==> src/rtl/rf_seq_pkg.sv <==
// Shared types and constants for the register-file command sequencer.
package rf_seq_pkg;

   typedef enum logic [2:0] {
      OP_CLR  = 3'b000,
      OP_LDI  = 3'b001,
      OP_INC  = 3'b010,
      OP_DEC  = 3'b011,
      OP_MOV  = 3'b100,
      OP_ADDK = 3'b101
   } op_e;

   typedef enum logic [1:0] {
      ST_IDLE  = 2'd0,
      ST_READ  = 2'd1,
      ST_WRITE = 2'd2,
      ST_GAP   = 2'd3
   } state_e;

   localparam logic [1:0] FS_CLR  = 2'b00;
   localparam logic [1:0] FS_LOAD = 2'b01;
   localparam logic [1:0] FS_DEC  = 2'b10;
   localparam logic [1:0] FS_INC  = 2'b11;

   localparam logic [2:0] IDX_T1 = 3'd0;
   localparam logic [2:0] IDX_T2 = 3'd1;
   localparam logic [2:0] IDX_T3 = 3'd2;
   localparam logic [2:0] IDX_T4 = 3'd3;
   localparam logic [2:0] IDX_R1 = 3'd4;
   localparam logic [2:0] IDX_R2 = 3'd5;
   localparam logic [2:0] IDX_R3 = 3'd6;
   localparam logic [2:0] IDX_R4 = 3'd7;

   function automatic logic op_is_defined(input logic [2:0] op);
      return (op <= OP_ADDK);
   endfunction

   function automatic logic [1:0] funsel_for(input logic [2:0] op);
      logic [1:0] fs;
      case (op)
         OP_CLR:         fs = FS_CLR;
         OP_LDI, OP_MOV: fs = FS_LOAD;
         OP_DEC:         fs = FS_DEC;
         default:        fs = FS_INC;
      endcase
      return fs;
   endfunction

endpackage

==> src/rtl/rf_seq_sel_decode.sv <==
// Register index + enable to one-hot R/T write strobes (bit3 = R1/T1).
module rf_sel_decode
   import rf_seq_pkg::*;
(
   input  logic [2:0] i_idx,
   input  logic       i_en,
   output logic [3:0] o_rsel,
   output logic [3:0] o_tsel
);

   always_comb begin
      o_rsel = 4'b0000;
      o_tsel = 4'b0000;
      if (i_en) begin
         case (i_idx)
            IDX_T1: o_tsel = 4'b1000;
            IDX_T2: o_tsel = 4'b0100;
            IDX_T3: o_tsel = 4'b0010;
            IDX_T4: o_tsel = 4'b0001;
            IDX_R1: o_rsel = 4'b1000;
            IDX_R2: o_rsel = 4'b0100;
            IDX_R3: o_rsel = 4'b0010;
            IDX_R4: o_rsel = 4'b0001;
         endcase
      end
   end

endmodule

==> src/rtl/rf_sequencer.sv <==
// Expands one register command into timed register-file select pulses.
// Optional undefined-opcode Error pulse: define RF_SEQ_ERR_CHK_EN.
//
// state    | meaning
// ---------+------------------------------------------------------------
// ST_IDLE  | ready, waiting for a command
// ST_READ  | MOV source on Output1, readback captured at end of cycle
// ST_WRITE | one write strobe to the destination register
// ST_GAP   | strobes low; repeats ADDK or finishes with Done
module rf_sequencer
   import rf_seq_pkg::*;
(
   input  logic       i_clk,
   input  logic       i_rst,
   input  logic       i_cmd_valid,
   output logic       o_cmd_ready,
   input  logic [2:0] i_cmd_op,
   input  logic [2:0] i_cmd_dst,
   input  logic [2:0] i_cmd_src,
   input  logic [7:0] i_cmd_imm,
   input  logic [2:0] i_peek_sel,
   input  logic [7:0] i_rf_output1,
   output logic [3:0] o_rsel,
   output logic [3:0] o_tsel,
   output logic [1:0] o_funsel,
   output logic [2:0] o_o1sel,
   output logic [2:0] o_o2sel,
   output logic [7:0] o_rf_input,
   output logic       o_done,
   output logic       o_error
);

   state_e     r_state;
   state_e     w_state_nxt;
   logic [2:0] r_op;
   logic [2:0] r_dst;
   logic [7:0] r_cnt;
   logic [7:0] w_cnt_nxt;
   logic [7:0] r_data;
   logic [1:0] r_funsel;
   logic [2:0] r_o1sel;
   logic [2:0] r_o2sel;
   logic [3:0] r_rsel;
   logic [3:0] r_tsel;
   logic       r_done;
   logic       w_done_nxt;
   logic       w_accept;
   logic [2:0] w_dst;
   logic [3:0] w_rsel;
   logic [3:0] w_tsel;

   assign w_accept = i_cmd_valid && (r_state == ST_IDLE);
   assign w_dst    = w_accept ? i_cmd_dst : r_dst;

   always_comb begin
      w_state_nxt = r_state;
      w_cnt_nxt   = r_cnt;
      w_done_nxt  = 1'b0;
      case (r_state)
         ST_IDLE: begin
            if (w_accept) begin
               case (i_cmd_op)
                  OP_CLR, OP_LDI, OP_INC, OP_DEC: w_state_nxt = ST_WRITE;
                  OP_MOV: w_state_nxt = ST_READ;
                  OP_ADDK: begin
                     w_cnt_nxt = i_cmd_imm;
                     if (i_cmd_imm == 8'd0) begin
                        w_state_nxt = ST_GAP;
                        w_done_nxt  = 1'b1;
                     end else begin
                        w_state_nxt = ST_WRITE;
                     end
                  end
                  default: begin
                     w_state_nxt = ST_GAP;
                     w_done_nxt  = 1'b1;
                  end
               endcase
            end
         end
         ST_READ:  w_state_nxt = ST_WRITE;
         ST_WRITE: begin
            w_state_nxt = ST_GAP;
            if (r_op == OP_ADDK) begin
               w_cnt_nxt  = r_cnt - 8'd1;
               w_done_nxt = (r_cnt == 8'd1);
            end else begin
               w_done_nxt = 1'b1;
            end
         end
         ST_GAP: begin
            if ((r_op == OP_ADDK) && (r_cnt != 8'd0))
               w_state_nxt = ST_WRITE;
            else
               w_state_nxt = ST_IDLE;
         end
      endcase
   end

   // Strobes are decoded from next state so they come out of a flop.
   rf_sel_decode u_sel_decode (
      .i_idx  (w_dst),
      .i_en   (w_state_nxt == ST_WRITE),
      .o_rsel (w_rsel),
      .o_tsel (w_tsel)
   );

   always_ff @(posedge i_clk) begin
      if (i_rst) begin
         r_state  <= ST_IDLE;
         r_op     <= 3'd0;
         r_dst    <= 3'd0;
         r_cnt    <= 8'd0;
         r_data   <= 8'd0;
         r_funsel <= FS_CLR;
         r_o1sel  <= 3'd0;
         r_o2sel  <= 3'd0;
         r_rsel   <= 4'd0;
         r_tsel   <= 4'd0;
         r_done   <= 1'b0;
      end else begin
         r_state <= w_state_nxt;
         r_cnt   <= w_cnt_nxt;
         r_done  <= w_done_nxt;
         r_rsel  <= w_rsel;
         r_tsel  <= w_tsel;
         r_o2sel <= i_peek_sel;
         if (w_accept) begin
            r_op  <= i_cmd_op;
            r_dst <= i_cmd_dst;
            if (op_is_defined(i_cmd_op))
               r_funsel <= funsel_for(i_cmd_op);
            if (i_cmd_op == OP_LDI)
               r_data <= i_cmd_imm;
            if (i_cmd_op == OP_MOV)
               r_o1sel <= i_cmd_src;
         end
         if (r_state == ST_READ)
            r_data <= i_rf_output1;
      end
   end

`ifdef RF_SEQ_ERR_CHK_EN
   logic r_err;
   always_ff @(posedge i_clk) begin
      if (i_rst)
         r_err <= 1'b0;
      else
         r_err <= w_accept && !op_is_defined(i_cmd_op);
   end
   assign o_error = r_err;
`else
   assign o_error = 1'b0;
`endif

   assign o_cmd_ready = (r_state == ST_IDLE);
   assign o_rsel      = r_rsel;
   assign o_tsel      = r_tsel;
   assign o_funsel    = r_funsel;
   assign o_o1sel     = r_o1sel;
   assign o_o2sel     = r_o2sel;
   assign o_rf_input  = r_data;
   assign o_done      = r_done;

endmodule
==> config.mk <==
export PLATFORM = sky130hd
export DESIGN_NAME = rf_sequencer
export DESIGN_NICKNAME = d
export VERILOG_FILES = /design/src/rtl/rf_seq_pkg.sv /design/src/rtl/rf_seq_sel_decode.sv /design/src/rtl/rf_sequencer.sv
export SDC_FILE = /design/constraint.sdc
export NUM_CORES = 1
export LEC_CHECK = 0
export ABC_AREA = 1
export CAP_MARGIN = 20
export CORE_MARGIN = 2
export CORE_UTILIZATION = 56
export CTS_CLUSTER_SIZE = 25
export DETAILED_ROUTE_END_ITERATION = 6
export DONT_BUFFER_PORTS = 1
export PLACE_DENSITY = 0.86
export SYNTH_ARGS = -nofsm -noshare
export SYNTH_HDL_FRONTEND = slang
export SYNTH_SLANG_ARGS = --single-unit
==> constraint.sdc <==
create_clock -name i_clk -period 1.3 [get_ports i_clk]
set_input_delay 0.26 -clock i_clk [delete_from_list [all_inputs] [get_ports i_clk]]
set_output_delay 0.26 -clock i_clk [all_outputs]
set_load 0.1 [all_outputs]
==> Word level (Yosys, flattened, before mapping) <==
Cells that the tools add are included.
{ "op_classes": {"eq_ne": 21, "addsub": 1, "magnitude_cmp": 1, "mux": 21, "n_reduce_logical": 18, "n_bitwise": 1} }
{ "ops": {"columns": ["operator", "n"], "rows": [
  ["8-bit two-way mux", 6],
  ["4-bit one-hot mux with 4 select lines", 2],
  ["3-bit equality test, second input constant", 7],
  ["8-bit one-hot mux with 2 select lines", 1],
  ["3-bit by 2-bit equality test with 1-bit output, second input constant", 4],
  ["2-bit one-hot mux with 3 select lines", 2],
  ["8-bit by 1-bit equality test with 1-bit output, second input constant", 1],
  ["8-bit zero test", 1],
  ["2-bit one-hot mux with 4 select lines", 1],
  ["8-bit nonzero test", 1],
  ["8-bit by 1-bit subtractor with 8-bit output, second input constant", 1],
  ["2-bit equality test, second input constant", 3],
  ["3-bit by 1-bit equality test with 1-bit output, second input constant", 2],
  ["3-bit zero test", 2],
  ["2-bit AND reduction", 3],
  ["2-bit nonzero test", 3],
  ["5-bit OR reduction", 1],
  ["1-bit two-way mux", 4],
  ["2-bit two-way mux", 2],
  ["2-bit by 1-bit inequality test with 1-bit output, second input constant", 2],
  ["1-bit one-hot mux with 2 select lines", 2],
  ["4-bit AND reduction", 1],
  ["2-bit OR reduction", 2],
  ["4-bit OR reduction", 1],
  ["7 further kinds", 8]
]} }
{ "word_totals": {"out_inout_bits": 27, "register_bits": 41, "in_bits": 31, "wordCells": 74} }

==> Depth between registers and ports, before layout <==
Gate-level depths: netlist (run 1).
{ "logic_depth": {"ltp_word": 8, "mapped_depth": 9, "mapped_depth_nobuf": 9} }

==> Modules after synthesis <==
A second synthesis (run 1) with hierarchy kept.
{ "hier_totals": {"hier_cells": 319, "area_unflattened_um2": 2033.2} }
{ "modules_own_cells": {"columns": ["mod", "seq_area_each_um2", "n_inst", "cells_each", "area_per_inst_um2"], "rows": [
  ["rf_sequencer", 820.8, 1, 302, 1969.4],
  ["rf_sel_decode", 0.0, 1, 17, 63.8]
]} }

==> Worst setup path after synthesis (run 1) <==
Ideal clock, no wire load.
{ "synth_timing": {"path_kind": "register to register", "startpoint": "register r_state[0]", "endpoint": "register r_rsel[1] (netlist: o_rsel[1])", "setup_slack_ns": -0.381, "arrival_ns": 1.615, "path_stages_with_launch": 9, "synth_period_minus_slack_ns": 1.681, "t_required_ns": 1.235, "path_cell_list": "dfxtp_1 nor2_4 nand2_2 buf_6 o21ai_2 inv_2 nor2_2 nand2_1 nor2_1"} }
{ "synth_between": {"elab_chain_len": 7} }
{ "synth_lines": {"columns": ["item", "line_no", "text"], "rows": [
  ["start: declaration", "rf_sequencer.sv:33", "state_e r_state;"],
  ["start signal: assignment", "rf_sequencer.sv:122", "r_state <= w_state_nxt;"],
  ["2-bit zero test (*)", null, null],
  ["net o_cmd_ready", "rf_sequencer.sv:16", "output logic o_cmd_ready,"],
  ["1-bit logical AND", "rf_sequencer.sv:52", "assign w_accept = i_cmd_valid && (r_state == ST_IDLE);"],
  ["2-bit two-way mux", "rf_sequencer.sv:61", "if (w_accept) begin"],
  ["2-bit one-hot mux with 4 select lines", "rf_sequencer.sv:59", "case (r_state)"],
  ["2-bit equality test", "rf_sequencer.sv:103", ".i_en (w_state_nxt == ST_WRITE),"],
  ["1-bit inverter (no source line)", null, null],
  ["2-bit OR reduction (no source line)", null, null],
  ["end signal: assignment", "rf_sequencer.sv:125", "r_rsel <= w_rsel;"],
  ["end: declaration", "rf_sequencer.sv:43", "logic [3:0] r_rsel;"]
]} }
Mark *: on every way through the listed nets, which the timed path passes. The rest lies on a longest branch.
A chain may end at the register's enable or synchronous reset.

==> Final worst setup path (run 1) <==
{ "layout_timing": {"startpoint": "register r_state[0]", "endpoint": "register r_tsel[1] (netlist: o_tsel[1])"} }
{ "layout_between": {"elab_chain_len": 7} }
{ "layout_lines": {"columns": ["item", "line_no", "text"], "rows": [
  ["2-bit zero test", "rf_sequencer.sv:52, rf_sequencer.sv:59", null],
  ["1-bit logical AND", "rf_sequencer.sv:52", null],
  ["2-bit two-way mux", "rf_sequencer.sv:61", null],
  ["2-bit one-hot mux with 4 select lines", "rf_sequencer.sv:59", null],
  ["2-bit equality test", "rf_sequencer.sv:103", null],
  ["1-bit inverter (no source line)", null, null],
  ["2-bit OR reduction (no source line)", null, null],
  ["end signal: assignment", "rf_sequencer.sv:126", "r_tsel <= w_tsel;"],
  ["end: declaration", "rf_sequencer.sv:44", "logic [3:0] r_tsel;"]
]} }
Several ways; a longest one is shown, not always the timed one.

==> results of run 1 <==
worst paths after layout:
path	start	cells past startpoint	endpoint	slack [ns]
worst min register to register	r_cnt[7]	2	r_cnt[7]	0.48
worst min-delay path	i_peek_sel[0]	2	o_o2sel[0]	-0.008
worst max register to register	r_state[0]	8	o_tsel[1]	-0.17
worst max-delay path	r_state[0]	8	o_tsel[1]	-0.17
metrics by stage:
stage / TNS, ns / power (uW) / hold WS (ns)
after floorplan: -7.73 / 2180 / 0.329
after global placement: 0 / 2360 / 0.329
after detailed placement: -0.184 / 2370 / 0.330
after CTS: -0.379 / 3440 / 0.00179
after global routing: -3.41 / 3800 / 0.00553
final: -2.19 / 3710 / -0.00760
per-layer routing:
| metal | vias to the layer above | part of all wire [%] |
|---|---|---|
| met5 | - | 0 |
| met4 | 0 | 5.5 |
| met3 | 46 | 10 |
| met2 | 189 | 48 |
| met1 | 1054 | 36 |
| li1 | 1028 | - |
final cells by class:
type	count	area, um^2	share of cell area (%)
well taps	46	57.6	2.09
clock inverters	3	68.8	2.49
clock buffers	5	37.5	1.36
repair buffers	52	450	16.3
flip-flops and latches	41	828	30.0
multi-input cells	218	1200	43.3
inverters	27	121	4.40
power breakdown:
group	total [uW]	internal (uW)	switching, uW
registers	1390	1340	52.6
logic	1240	351	887
clock network	1080	605	473
cell families after synthesis:
family | Yosys count | share of synthesized area, %
adder cells (fa/ha/maj) | 3 | 1.91
flip-flops | 41 | 41.7
AO/OA/AOI/OAI | 46 | 13.0
AND/OR/NAND/NOR | 167 | 35.1
buffers and inverters | 36 | 8.13
other | 1 | 0.190
sequential cells by signal, indices dropped and copies added, names as in the netlist:
name	flops
o_funsel	2
o_rsel	4
r_state	2
r_op	3
o_done	1
r_cnt	8
o_o1sel	3
o_rf_input	8
r_dst	3
o_tsel	4
o_o2sel	3
cells in the final DEF (no fill, tap or decap), drive strengths merged:
master       count
a21oi           13
dlygate4sd3      3
nand2           74
nand3           17
nand4            1
conb             1
or2              2
bufinv           2
nor2            70
nand3b           1
clkinv           1
nor3b            1
nor3             1
ha               3
o21ai           32
inv             27
clkbuf           5
buf             49
nor4             1
a211oi           1
dfxtp           41
critical path, cell delays in order, from the launching register on:
cell and delay, ns:
dfxtp_4 0.39, nor2_4 0.17, nand2_4 0.10, buf_12 0.15, o21ai_4 0.21, inv_2 0.10
nor2_4 0.11, nand2_1 0.07, nor2_1 0.10
timing repair:
item	CTS	global route
hold buffers	2	1
endpoints found under the setup margin	22	34
pin swaps	0	14
hold endpoints to repair	13	1
cloned	0	2
buffers inserted	1	7
resized for setup	8	65
==> results_dict.tcl, run 1 <==
set metrics [dict create \
    period_needed_ns 1.47 \
    fillerInstances 182 \
    synth_top_area_share_pct 41.7 \
    fmax_ghz 0.682 \
    max-slew-margin-rel_pct 62.4 \
    synth_top_cells_by_area "dfxtp_1 (42%), nand2_1 (13%), nor2_1 (13%), o21ai_0 (7.1%), inv_1 (4.6%)" \
    drt_iter0_markers 271 \
    synth_warnings 0 \
    syn_area_mm2 0.00197 \
    grt-busiest-layer "met2" \
    design_area_mm2 0.00276 \
    met2_usage_pct 45.6 \
    ir_worst_vdd_mv 1.41 \
    die_y_um 63.3 \
    placed_cells 372 \
    grt_pass1_wl_um 8180 \
    required_ns 1.62 \
    cts_tree "yes" \
    yosysTopAreaCell "dfxtp_1" \
    rsz0062_at_grt "true" \
    synth_nets 328 \
    clk_transition_reported_paths_ns 0.14 \
    synth_cell_types 26 \
    synth-seq-cells 41 \
    clk_latency_ns 0.37 \
    antennaDiodeCount 0 \
    finish.utilization_pct 82.1 \
    cp-end-kind "flip-flop" \
    async_flop_share_pct 0 \
    synthFlopType "dfxtp_1" \
    antenna_found_initial 0 \
    final_cells 392 \
    fin_nets 379 \
    cts_made_buffers 5 \
    pre_cts_ws_ns -0.0593 \
    grt_util_met3_pct 5.54 \
    dr.pass1.iters 5 \
    viasPerCell 5.91 \
    grt_max_degree 20 \
    track_usage_pct 25.5 \
    grtUsageMet1_pct 29.2 \
    finalHoldViolCount 1 \
    io_pins 58 \
    rows 21 \
    hold_ws_ns -0.00760 \
    synth_enable_flop_cells 0 \
    worstMarginPinSlew_ns 0.559 \
    drive_gt1_share_pct 32.7 \
    violations "negative hold slack, negative setup slack" \
    synth_common_cells "nand2_1 (69), nor2_1 (66), dfxtp_1 (41)" \
    ant_nets 0 \
    timing.final.ws_setup_ns -0.166 \
    clockBufferDepth 2 \
    place_congestion 0.887 \
    initial_core_util_pct 58.6 \
    die_x_um 63.3 \
    clock-sinks 41 \
    area_delta_synth_final_pct 40.2 \
    cp.arrival_ns 1.78 \
    p_leak_uw 0.00130 \
    period_share_pct 113 \
    fin_skew_ns 0.00601 \
    grt_overflow 0 \
    wl_um 6890 \
    synth_most_common_cell "nand2_1" \
    wl_per_cell_um 17.6 \
    path_class "flip-flop to flip-flop" \
    maxCapViolations 0 \
    core_area_mm2 0.00336 \
    setup_viol 27 \
    status "finished with violations" \
    htreeDepth 2 \
    min_path_type "input port to flip-flop" \
    dp_hpwl_um 3240 \
    powerDensity_mw_per_mm2 1340 \
    synthCells 294 \
    first_global_vias 1864 \
    drcViolationCount 0 \
    drv_slew 0 \
    root_buffer "clkbuf_4" \
    io_buffers 0 \
    dpl_cell_area_mm2 0.00231 \
    die_area_mm2 0.00401 \
    cp-start-kind "flip-flop" \
    ys_seq_area_share_pct 41.7 \
    vias 2317 \
    path_max_fanout 6 \
    synth.avg_cell_area_um2 6.70 \
]
(Power assumes the default switching activity.)
==> run 2: changes to the inputs <==
--- a/config.mk
+++ b/config.mk
@@ -7,7 +7,6 @@
 export LEC_CHECK = 0
 export ABC_AREA = 1
 export CAP_MARGIN = 20
-export CORE_MARGIN = 2
 export CORE_UTILIZATION = 56
 export CTS_CLUSTER_SIZE = 25
 export DETAILED_ROUTE_END_ITERATION = 6
==> run 2 against run 1 <==
  * Cell count shrank 0.77%
  * Cell area down 7.3%
  * Highest routed layer unchanged
  * Sequential power barely moved
  * The run ends with negative setup slack left
  * Maximum frequency rose by 2.1%
  * Setup slack gained 0.030 ns
  * Sequential cell count unchanged
  * Clock skew increased by 0.0012 ns
  * Power fell by 9.0%
  * Sequential share of layout area is 2.4 points higher
  * Utilization is 6.0 points lower
  * Critical endpoint is now o_tsel[0]
  * Critical path type unchanged
  * Routed wire length down 24%
==> results_dict.tcl, run 2 (synthesis gave the netlist of run 1 again) <==
set metrics [dict create \
    fin_skew_ns 0.00719 \
    timing.final.ws_setup_ns -0.136 \
    final_cells 389 \
    status "finished with violations" \
    root_buffer "clkbuf_4" \
    cp.arrival_ns 1.74 \
    fin_nets 376 \
    wl_per_cell_um 13.6 \
    period_share_pct 110 \
    setup_viol 23 \
    p_leak_uw 0.00124 \
    wl_um 5270 \
    antenna_found_initial 0 \
    dp_hpwl_um 3230 \
    htreeDepth 2 \
    drcViolationCount 0 \
    clockBufferDepth 2 \
    fillerInstances 243 \
    ir_worst_vdd_mv 1.35 \
    rows 21 \
    drive_gt1_share_pct 28.6 \
    area_delta_synth_final_pct 29.9 \
    maxCapViolations 0 \
    ant_nets 0 \
    violations "negative setup slack" \
    grt_overflow 0 \
    viasPerCell 5.35 \
    period_needed_ns 1.44 \
    dr.pass1.iters 5 \
    multi_input_area_mm2 0.00107 \
    clk_transition_reported_paths_ns 0.13 \
    cts_made_buffers 5 \
    die_area_mm2 0.00376 \
    vias 2081 \
    cp-end-kind "flip-flop" \
    die_x_um 61.3 \
    grt_max_degree 20 \
    clk_latency_ns 0.35 \
    powerDensity_mw_per_mm2 1320 \
    first_global_vias 1780 \
    rsz0062_at_grt "true" \
    max-slew-margin-rel_pct 66.1 \
    place_congestion 0.875 \
    drv_slew 0 \
    die_y_um 61.3 \
    path_max_fanout 6 \
    drt_iter0_markers 143 \
    initial_core_util_pct 58.6 \
    cp-start-kind "flip-flop" \
    layout_commonest_cell "nand2_1" \
    min_path_type "input port to flip-flop" \
    worstMarginPinSlew_ns 0.507 \
    final-seq-area_um2 828 \
    io_buffers 0 \
    core_area_mm2 0.00336 \
    track_usage_pct 29.6 \
    antennaDiodeCount 0 \
    grt_pass1_wl_um 8160 \
    fmax_ghz 0.696 \
    placed_cells 373 \
    clock-sinks 41 \
    finalHoldViolCount 0 \
    io_pins 58 \
    required_ns 1.60 \
    cts_tree "yes" \
    final_cell_mix "nand2_1 (63), nor2_1 (61), buf_4 (44)" \
    pre_cts_ws_ns -0.0300 \
    path_class "flip-flop to flip-flop" \
]
[run 2: cell types whose count changed in the layout (fill, tap and decap cells not counted), sizes merged]
cell	change
buf	-2
bufinv	-1
clkbuf	+1
clkinvlp	+1
nand2	-1
clkinv	-1
[run 2: critical path: stages (launching register included)]
cell     delay [ns]
dfxtp_4        0.39
nor2_4         0.19
nand2_4        0.10
buf_12         0.15
o21ai_4        0.18
inv_2          0.09
nor2_2         0.13
nand2_1        0.07
nor2_1         0.09
[run 2: power by group]
group          internal (uW)  switching [uW]  total (uW)
Combinational            315             786        1100
Clock                    457             429         887
Sequential              1340            48.5        1390
[run 2: what timing repair did]
item / CTS / global route
setup endpoints to repair: 18 / 31
setup buffers: 3 / 2
resized for setup: 11 / 22
pin swaps: 2 / 5
hold buffers: 2 / 1
hold endpoints to repair: 13 / 1
[run 2: path summary, 6_finish.rpt]
check / from / to / slack (ns) / depth (start not counted)
setup / recovery: r_state[1] / o_tsel[0] / -0.14 / 8
hold reg to reg: r_op[2] / r_op[2] / 0.47 / 2
hold / removal: i_peek_sel[0] / o_o2sel[0] / 0.007 / 2
setup reg to reg: r_state[1] / o_tsel[0] / -0.14 / 8
[run 2: per-layer routing]
| layer | GRT usage, % | vias to the layer above | wire length, um |
|---|---|---|---|
| met3 | 6.30 | 13 | 382 |
| met2 | 51.7 | 103 | 2670 |
| met4 | 10.4 | 0 | 121 |
| met5 | 0 | - | 0 |
| li1 | - | 1028 | - |
| met1 | 35.8 | 937 | 2100 |
[run 2: cell type report]
cell class | count | share of cell area (%)
clock buffers | 6 | 2.00
clock inverters | 2 | 1.47
inverters | 27 | 3.96
multi-input cells | 217 | 41.9
flip-flops and latches | 41 | 32.4
well taps | 46 | 2.25
repair buffers | 50 | 16.1
[run 2: stage by stage]
step / power, uW / hold slack (ns) / setup TNS [ns] / utilization, % / cell area, um^2
after floorplan: 2180 / 0.329 / -7.73 / - / 1990
after global placement: 2360 / 0.327 / 0 / 68.8 / 2310
after detailed placement: 2380 / 0.329 / -0.153 / 68.8 / 2310
after CTS: 3300 / 0.00460 / -0.572 / 73.8 / 2480
after global routing: 3510 / 0.0201 / -3.62 / 76.1 / 2560
final: 3370 / 0.00722 / -1.65 / 76.1 / 2560
